## config.mk

```make
export PLATFORM = sky130hd
export DESIGN_NAME = conv_window_feeder
export DESIGN_NICKNAME = d
export VERILOG_FILES = /design/src/rtl/conv_window_feeder.sv
export SDC_FILE = /design/constraint.sdc
export NUM_CORES = 1
export LEC_CHECK = 0
export CORE_MARGIN = 3
export CORE_UTILIZATION = 25
export CTS_BUF_LIST = sky130_fd_sc_hd__clkbuf_4
export DETAILED_ROUTE_END_ITERATION = 12
export PLACE_DENSITY = 0.46
export SLEW_MARGIN = 15
export SYNTH_ARGS = -nofsm -noshare
export SYNTH_HDL_FRONTEND = slang
export SYNTH_SLANG_ARGS = --single-unit
```

## constraint.sdc

```tcl
create_clock -name clk -period 9.3 [get_ports clk]
set_input_delay 1.395 -clock clk [delete_from_list [all_inputs] [get_ports clk]]
set_output_delay 1.395 -clock clk [all_outputs]
set_load 0.05 [all_outputs]
```

## src/rtl/conv_window_feeder.sv

```systemverilog
// conv_window_feeder: collects N kernel taps, then slides an N-deep sample
// window over each frame and hands out (window, taps) pairs for a
// downstream MAC. Data bits pass through untouched.
module conv_window_feeder #(
  parameter int IN_WIDTH     = 12,
  parameter int WEIGHT_WIDTH = 12,
  parameter int N            = 5,
  parameter int STRIDE       = 1,
  parameter int PAD          = 0
) (
  input  logic                      clk,
  input  logic                      rst,
  input  logic                      w_valid,
  output logic                      w_ready,
  input  logic [WEIGHT_WIDTH-1:0]   w_data,
  output logic                      weights_loaded,
  input  logic                      s_valid,
  output logic                      s_ready,
  input  logic [IN_WIDTH-1:0]       s_data,
  input  logic                      s_last,
  output logic                      win_valid,
  input  logic                      win_ready,
  output logic [N*IN_WIDTH-1:0]     x_win,
  output logic [N*WEIGHT_WIDTH-1:0] h_win,
  output logic                      win_last,
  output logic                      err_short
);

  localparam logic [1:0] ST_IDLE   = 2'd0;
  localparam logic [1:0] ST_LOAD   = 2'd1;
  localparam logic [1:0] ST_READY  = 2'd2;
  localparam logic [1:0] ST_STREAM = 2'd3;

  localparam int XW     = N * IN_WIDTH;
  localparam int HW     = N * WEIGHT_WIDTH;
  localparam int IDX_W  = $clog2(N);
  localparam int FILL_W = $clog2(N + 1);
  localparam int STR_W  = (STRIDE > 1) ? $clog2(STRIDE) : 1;

  localparam logic [IDX_W-1:0]  LAST_TAP  = IDX_W'(N - 1);
  localparam logic [FILL_W-1:0] FILL_FULL = FILL_W'(N);
  localparam logic [STR_W-1:0]  STR_LAST  = STR_W'(STRIDE - 1);

  logic [1:0]        state_q, state_d;
  logic [IDX_W-1:0]  w_idx_q, w_idx_d;
  logic [HW-1:0]     h_q, h_d;
  logic              loaded_q, loaded_d;
  logic [FILL_W-1:0] fill_q, fill_d;
  logic [STR_W-1:0]  stride_q, stride_d;
  logic              emitted_q, emitted_d;
  logic [XW-1:0]     x_q, x_d;
  logic              win_valid_q, win_valid_d;
  logic              win_last_q, win_last_d;
  logic              err_q, err_d;

  logic              w_fire, s_fire, in_frame, eligible, emit;
  logic [XW-1:0]     x_base, x_shift;
  logic [FILL_W-1:0] fill_base, fill_inc;
  logic [STR_W-1:0]  stride_base, stride_inc;
  logic              emitted_base;

  // Handshake readiness: taps may change only outside a frame; samples wait for a free output slot.
  always_comb begin
    w_ready = (state_q != ST_STREAM);
    s_ready = ((state_q == ST_READY) || (state_q == ST_STREAM)) && (!win_valid_q || win_ready);
    w_fire  = w_valid && w_ready;
    s_fire  = s_valid && s_ready;
  end

  // Window shift and emission decision for the sample on s_data; a new frame starts from a zeroed window.
  always_comb begin
    in_frame     = (state_q == ST_STREAM);
    x_base       = in_frame ? x_q : {XW{1'b0}};
    fill_base    = in_frame ? fill_q : {FILL_W{1'b0}};
    stride_base  = in_frame ? stride_q : {STR_W{1'b0}};
    emitted_base = in_frame ? emitted_q : 1'b0;
    x_shift      = {s_data, x_base[XW-1:IN_WIDTH]};
    fill_inc     = (fill_base == FILL_FULL) ? FILL_FULL : fill_base + FILL_W'(1);
    eligible     = (PAD != 0) || (fill_inc == FILL_FULL);
    emit         = eligible && ((stride_base == {STR_W{1'b0}}) || s_last);
    if (eligible) begin
      stride_inc = (stride_base == STR_LAST) ? {STR_W{1'b0}} : stride_base + STR_W'(1);
    end else begin
      stride_inc = stride_base;
    end
  end

  // Next-state logic: tap loading by state, then sample acceptance, then output slot bookkeeping.
  always_comb begin
    state_d     = state_q;
    w_idx_d     = w_idx_q;
    h_d         = h_q;
    loaded_d    = loaded_q;
    fill_d      = fill_q;
    stride_d    = stride_q;
    emitted_d   = emitted_q;
    x_d         = x_q;
    win_last_d  = win_last_q;
    err_d       = 1'b0;
    if (win_valid_q && win_ready) begin
      win_valid_d = 1'b0;
    end else begin
      win_valid_d = win_valid_q;
    end

    case (state_q)
      ST_IDLE: begin
        if (w_fire) begin
          h_d[WEIGHT_WIDTH-1:0] = w_data;
          w_idx_d  = IDX_W'(1);
          loaded_d = 1'b0;
          state_d  = ST_LOAD;
        end else begin
          state_d = ST_IDLE;
        end
      end
      ST_LOAD: begin
        if (w_fire) begin
          h_d[w_idx_q*WEIGHT_WIDTH +: WEIGHT_WIDTH] = w_data;
          if (w_idx_q == LAST_TAP) begin
            loaded_d = 1'b1;
            w_idx_d  = {IDX_W{1'b0}};
            state_d  = ST_READY;
          end else begin
            w_idx_d = w_idx_q + IDX_W'(1);
          end
        end else begin
          state_d = ST_LOAD;
        end
      end
      ST_READY: begin
        // A sample arriving together with a weight starts the frame; that weight word is dropped.
        if (w_fire && !s_fire) begin
          h_d[WEIGHT_WIDTH-1:0] = w_data;
          w_idx_d  = IDX_W'(1);
          loaded_d = 1'b0;
          state_d  = ST_LOAD;
        end else begin
          state_d = ST_READY;
        end
      end
      ST_STREAM: begin
        state_d = ST_STREAM;
      end
      default: begin
        state_d = ST_IDLE;
      end
    endcase

    if (s_fire) begin
      x_d       = x_shift;
      fill_d    = fill_inc;
      stride_d  = stride_inc;
      emitted_d = emitted_base || emit;
      state_d   = ST_STREAM;
      if (emit) begin
        win_valid_d = 1'b1;
        win_last_d  = s_last;
      end else begin
        win_last_d = win_last_q;
      end
      if (s_last) begin
        state_d   = ST_READY;
        fill_d    = {FILL_W{1'b0}};
        stride_d  = {STR_W{1'b0}};
        emitted_d = 1'b0;
        err_d     = !(emitted_base || emit);
      end else begin
        err_d = 1'b0;
      end
    end else begin
      x_d = x_q;
    end
  end

  // State registers; reset drops any partial taps, window and pending output at once.
  always_ff @(posedge clk or posedge rst) begin
    if (rst) begin
      state_q     <= ST_IDLE;
      w_idx_q     <= {IDX_W{1'b0}};
      h_q         <= {HW{1'b0}};
      loaded_q    <= 1'b0;
      fill_q      <= {FILL_W{1'b0}};
      stride_q    <= {STR_W{1'b0}};
      emitted_q   <= 1'b0;
      x_q         <= {XW{1'b0}};
      win_valid_q <= 1'b0;
      win_last_q  <= 1'b0;
      err_q       <= 1'b0;
    end else begin
      state_q     <= state_d;
      w_idx_q     <= w_idx_d;
      h_q         <= h_d;
      loaded_q    <= loaded_d;
      fill_q      <= fill_d;
      stride_q    <= stride_d;
      emitted_q   <= emitted_d;
      x_q         <= x_d;
      win_valid_q <= win_valid_d;
      win_last_q  <= win_last_d;
      err_q       <= err_d;
    end
  end

  assign weights_loaded = loaded_q;
  assign win_valid      = win_valid_q;
  assign x_win          = x_q;
  assign h_win          = h_q;
  assign win_last       = win_last_q;
  assign err_short      = err_q;

endmodule

```

==> results_dict.tcl <==
set metrics [dict create \
    yosys.area_share.simple_pct 20.1 \
    yosys.area.top_type "dfrtp_1" \
    rr_worst_depth 12 \
    ios 156 \
    grt_first_pass_wirelength_um 32700 \
    fin_skew_ns 0.0293 \
    worstPathRequired_ns 7.91 \
    final.setup.tns_ns 0 \
    cts_buffer_depth 2 \
    reg2reg_to "h_win[9]" \
    worst_slew_pin_slew_ns 1.05 \
    yosys_warnings 0 \
    cts_tree "built" \
    routedWlPerCell_um 17.9 \
    seq_area_frac_synth_pct 51.5 \
    rsz0062_at_grt "no" \
    syn_inst 659 \
    cp.arrival_ns 3.07 \
    ys_ff_latch 134 \
    final_max_slew_viol_count 0 \
    fmax_mhz 224 \
    start_util_pct 25.6 \
    slowest_stage "and2_2" \
    nNetsFinal 837 \
    power.internal_mw 1.56 \
    grtUsageMet2_pct 23.5 \
    cts_root_buf "clkbuf_4" \
    met1_usage_pct 19.6 \
    core-area_sq_mm 0.0254 \
    area_delta_synth_final_pct 32.6 \
    cp_top_family "buffers and inverters" \
    clock-sinks 134 \
    grt_pass1_vias 5453 \
    hold_class "reg -> reg" \
    synth_area_sq_mm 0.00651 \
    r2r_slack_ns 5.00 \
    synth_top_family_by_area "simple AND/OR/NAND/NOR gates" \
    hold_viol_final 0 \
    clk_transition_reported_paths_ns 0.14 \
    core.rowCount 58 \
    antenna_left 0 \
    synth_top_cell_area_share_pct 51.5 \
    worstPathMaxFanout 51 \
    async_reset_ff_share_pct 100 \
    drc 0 \
    antenna_found_initial 1 \
    combPwrFrac_pct 61.0 \
    vias 5376 \
    place_ws_ns 4.96 \
    synth_xor_area_share_pct 1.35 \
    grt_max_degree 73 \
    drt_iter0_markers 349 \
    crit_buf_inv 2 \
    place.detailed.hpwl_um 14100 \
    critPathCaptureType "output pin" \
    synth.most_common_cell "nand2_1" \
    dieArea_sq_mm 0.0280 \
    seqPwrFrac_pct 27.9 \
    crit_chain "and2_2 -> inv_1 -> clkdlybuf4s50_1" \
    io_buffers 155 \
    muxShareOfSynthArea_pct 11.5 \
    synth_edf_count 0 \
    first_pass_iters 4 \
    whs_ns 0.486 \
    power.leakage_nw 3.88 \
    cp-start-kind "flop" \
    period_minus_slack_ns 4.46 \
    post_cts_buffers 0 \
    grt_overflow_total 0 \
    worst_slew_margin_rel_pct 30.0 \
    cts_hold_buffers 0 \
    worst_r2r_startpoint "w_idx_q[0]" \
    utilization_pct 34.0 \
    die_w_um 167 \
    finalWirelength_um 20400 \
    critPathKind "reg -> out" \
    grt.total_usage_pct 14.8 \
    gp_congestion 0.881 \
    status "finished clean" \
    synth_ff_type "dfrtp_1" \
    htree_levels 4 \
    fp.dieH_um 167 \
    peakVddDrop_uv 159 \
    p_per_area_mw_per_mm2 394 \
    synth_compound_area_share_pct 10.6 \
    ys_types 63 \
    max_stage_delay_ns 0.89 \
    top_usage_layer "met2" \
    syn-num-nets 696 \
    power_mw 3.40 \
    cts_made_buffers 17 \
    synth_adder_area_share_pct 1.46 \
    hold_depth 2 \
    clk_latency_ns 0.56 \
    setup_slack_ns 4.84 \
    min_from "x_win[2]" \
    drive_gt1_share_pct 13.7 \
    synth_area_leaders "dfrtp_1 (52%), nand2_1 (9.5%), mux2_2 (9.2%), nand3_1 (4.9%), a21oi_1 (1.6%)" \
    holdPathEnd "x_win[2]" \
    setup_viol 0 \
    p_clk_share_pct 11.1 \
    ys_top_cells_by_count "nand2_1 (165), dfrtp_1 (134), nand3_1 (64), mux2_2 (53), clkbuf_1 (24)" \
    routed_via_density 4.70 \
    netSwitchingFraction_pct 54.0 \
    grt_use_met3_pct 5.64 \
    fin_crit_sh_pct 48.0 \
    cts_resized 0 \
    maxCapViolCount 0 \
    p_switching_mw 1.83 \
    avgSynthCellArea_sq_um 9.87 \
]
==> state kept, by name, summed over array words and instances (netlist names) <==
signal and count:
emitted_q 1, err_short 1, fill_q 3, h_win 60
state_q 2, stride_q 1, w_idx_q 3, weights_loaded 1
win_last 1, win_valid 1, x_win 60
==> power groups by stage <==
| stage | clock network (mW) | registers (mW) | logic (mW) |
|---|---|---|---|
| after detailed placement | 0 | 0.965 | 2.08 |
| after CTS | 0.399 | 0.956 | 2.09 |
| after global placement | 0 | 0.967 | 2.08 |
| final | 0.376 | 0.949 | 2.07 |
| after floorplan | 0 | 1.61 | 0.750 |
| after global routing | 0.424 | 0.988 | 2.21 |
==> worst reg2reg max path: stages (launching register included) <==
cell and delay (ns):
dfrtp_1 0.38, buf_4 0.29, ha_1 0.42, fa_1 0.61, xnor2_4 0.36, nand3_1 0.20, inv_1 0.09, ha_1 0.28
nor4_1 0.37, nand4b_1 0.20, or2_1 0.35, a31oi_4 0.27, mux2_2 0.37
==> through the flow <==
step           area, sq um  std cells
6_report              8630       1144
5_1_grt               8630       1144
4_1_cts               8630       1143
3_5_place_dp          8360       1111
3_3_place_gp          8360       1111
2_1_floorplan         6510        659
==> cells by family (layout without fill, tap and decap cells) <==
kind of cell,Yosys count,in the layout
mux,66,66
buf+inv,55,209
simple gates,290,290
fa+ha+maj,7,7
other cells,0,1
flops,134,134
compound gates,100,100
xor+xnor,7,7
==> how the worst max path moves through the flow <==
| stage | from | to | slack, ns | depth (start not counted) |
|---|---|---|---|---|
| after floorplan | rst | emitted_q | 4.32 | 1 |
| after global placement | win_ready | s_ready | 4.97 | 4 |
| after detailed placement | win_ready | s_ready | 4.96 | 4 |
| after CTS | state_q[1] | w_ready | 4.69 | 3 |
| after global routing | state_q[1] | w_ready | 4.54 | 3 |
| final | state_q[1] | w_ready | 4.84 | 3 |
==> per-layer routing <==
| metal | part of all wire (%) | routed length (um) | vias to the layer above |
|---|---|---|---|
| met1 | 45 | 9110 | 2619 |
| met3 | 7.9 | 1620 | 9 |
| li1 | - | - | 2575 |
| met5 | 0 | 0 | - |
| met2 | 47 | 9590 | 173 |
| met4 | 0.58 | 119 | 0 |
==> cell type report <==
type | instances | area, sq um
flip-flops and latches | 134 | 3350
well taps | 330 | 413
clock inverters | 15 | 135
fillers | 2678 | 16800
clock buffers | 17 | 128
multi-input cells | 470 | 2930
diodes | 1 | 2.50
inverters | 15 | 61.3
repair buffers | 162 | 1600
==> placed cells by master (no fill, tap or decap), drive strengths merged, types with 2 or more instances in the layout <==
master | netlist | final
a22oi | 8 | 8
a221oi | 5 | 5
nand2 | 165 | 165
or2 | 3 | 3
inv | 15 | 24
clkbuf | 24 | 17
nor3b | 2 | 2
mux2i | 8 | 8
a22o | 5 | 5
clkinvlp | 0 | 5
and2 | 5 | 5
o22ai | 6 | 6
mux2 | 58 | 58
a21oi | 22 | 22
clkdlybuf4s50 | 0 | 155
nor2 | 13 | 13
or3 | 2 | 2
nor4 | 3 | 3
o22a | 2 | 2
xnor2 | 4 | 4
a31oi | 5 | 5
o21ai | 21 | 21
nand4 | 3 | 3
nor3 | 6 | 6
xor2 | 3 | 3
o2bb2ai | 5 | 5
a31o | 2 | 2
dfrtp | 134 | 134
nor2b | 11 | 11
o32ai | 4 | 4
nand2b | 8 | 8
ha | 6 | 6
buf | 16 | 7
nand3 | 64 | 64
a21o | 3 | 3
a211oi | 2 | 2
Power figures use the tool's default switching activity.
==> RTL edit: new RTL, config.mk and constraints unchanged <==
Register the output `err_short` once more, cleared by the reset; this adds one clock of latency there. The other outputs are not delayed to match.
--- a/src/rtl/conv_window_feeder.sv
+++ b/src/rtl/conv_window_feeder.sv
@@ -207,7 +207,13 @@
   assign x_win          = x_q;
   assign h_win          = h_q;
   assign win_last       = win_last_q;
-  assign err_short      = err_q;
+  always_ff @(posedge clk or posedge rst) begin
+    if (rst) begin
+      err_short <= '0;
+    end else begin
+      err_short <= err_q;
+    end
+  end
 
 endmodule
 
Function: changed (Yosys sat finds a counterexample within 10 cycles, from zero or initial values and one cycle with rst high).
==> RTL edit against the original RTL <==
- area after synthesis increased by 0.38%
- core utilization increased by 0.30 points
- cell count unchanged
- sequential cell count increased by 1
- final area increased by 0.87%
- synthesized cell count increased by 0.15%
- combinational power about the same
- total power increased by 1.9%
- die area increased by 0.37%
- setup slack improved by 0.036 ns
- routed wire length increased by 0.19%
- critical path type unchanged
==> RTL edit: results (changes against the original RTL) <==
maximum number of pins on one net before global-route repair=85 (+16%); pre-CTS setup slack=4.97 ns (+0.00746 ns); Root Driver=clkbuf_4; setup slack, reg-to-reg=5.07 ns (+0.07 ns); register bit total from synthesis=135 (+0.75%); # fillers=2677 (-0.037%); DR iter-0 viols=342 (-2.0%); net count after synthesis=697 (+0.14%); total global-route track usage=14.7% (-0.090 points); routability cong.=0.863 (-2.1%); Final Cell Area=8700 µm² (+0.87%); layout cells sized above 1=13.6% (-0.017 points); Post-Route WL=20500 µm (+0.19%); first-pass GRT wire length=32600 µm (-0.40%); clock network area share=3.62% (+0.58 points); LEAKAGE=3.92 nW (+1.1%); outcome=finished, final reports clean; Layout area overhead=33.3%; register area share after synthesis=51.7% (+0.19 points); Post-DP Area=8390 µm² (+0.30%); WHS=0.374 ns (-0.112 ns); non-clk buf share=18.4% (-0.16 points); post-DP HPWL=14100 µm (about the same); NetSw=1.84 mW (+0.17%); WHS Path Cells=0 (-2); CLK BUF=17 (unchanged); peak supply drop=0.000185 V (+16%); slew margin rel.=32.3% (+2.2 points); RR Endpoint=h_win[6]; ant diodes=0 (-1); Synth Instances=660 (+0.15%); CP arrival=3.03 ns (-0.04 ns); top post-synthesis cells by count=165 x nand2_1, 135 x dfrtp_1, 64 x nand3_1; number of global-route vias before repair=5418 (-0.64%); Worst Hold Launch=err_q
-- RTL edit: changes by cell type after synthesis --
cell,delta
dfrtp_1,+1
-- RTL edit: worst max-delay path: stages, from the launching register on --
cell and delay [ns]:
dfrtp_1 0.53, and2_2 0.87, inv_1 0.30, clkdlybuf4s50_1 0.79
-- RTL edit: cells by family (layout without fill, tap and decap cells) --
kind of cell / after synthesis / in the layout / share of synthesized area, %
buffers and inverters: 55 / 209 / 3.51
DFF: 135 / 135 / 51.7
and+or+nand+nor: 290 / 290 / 20.0
xor gates and xnor gates: 7 / 7 / 1.34
AOI/OAI and AO/OA: 100 / 100 / 10.5
adders and majority gates: 7 / 7 / 1.46
muxes: 66 / 66 / 11.5
-- RTL edit: metal layers --
| metal | wire, µm | track usage [%] | share of wire [%] |
|---|---|---|---|
| met2 | 9550 | 23.3 | 47 |
| met4 | 147 | 2.88 | 0.72 |
| met1 | 8910 | 18.6 | 44 |
| met5 | 13 | 0 | 0.063 |
| met3 | 1850 | 6.61 | 9.0 |
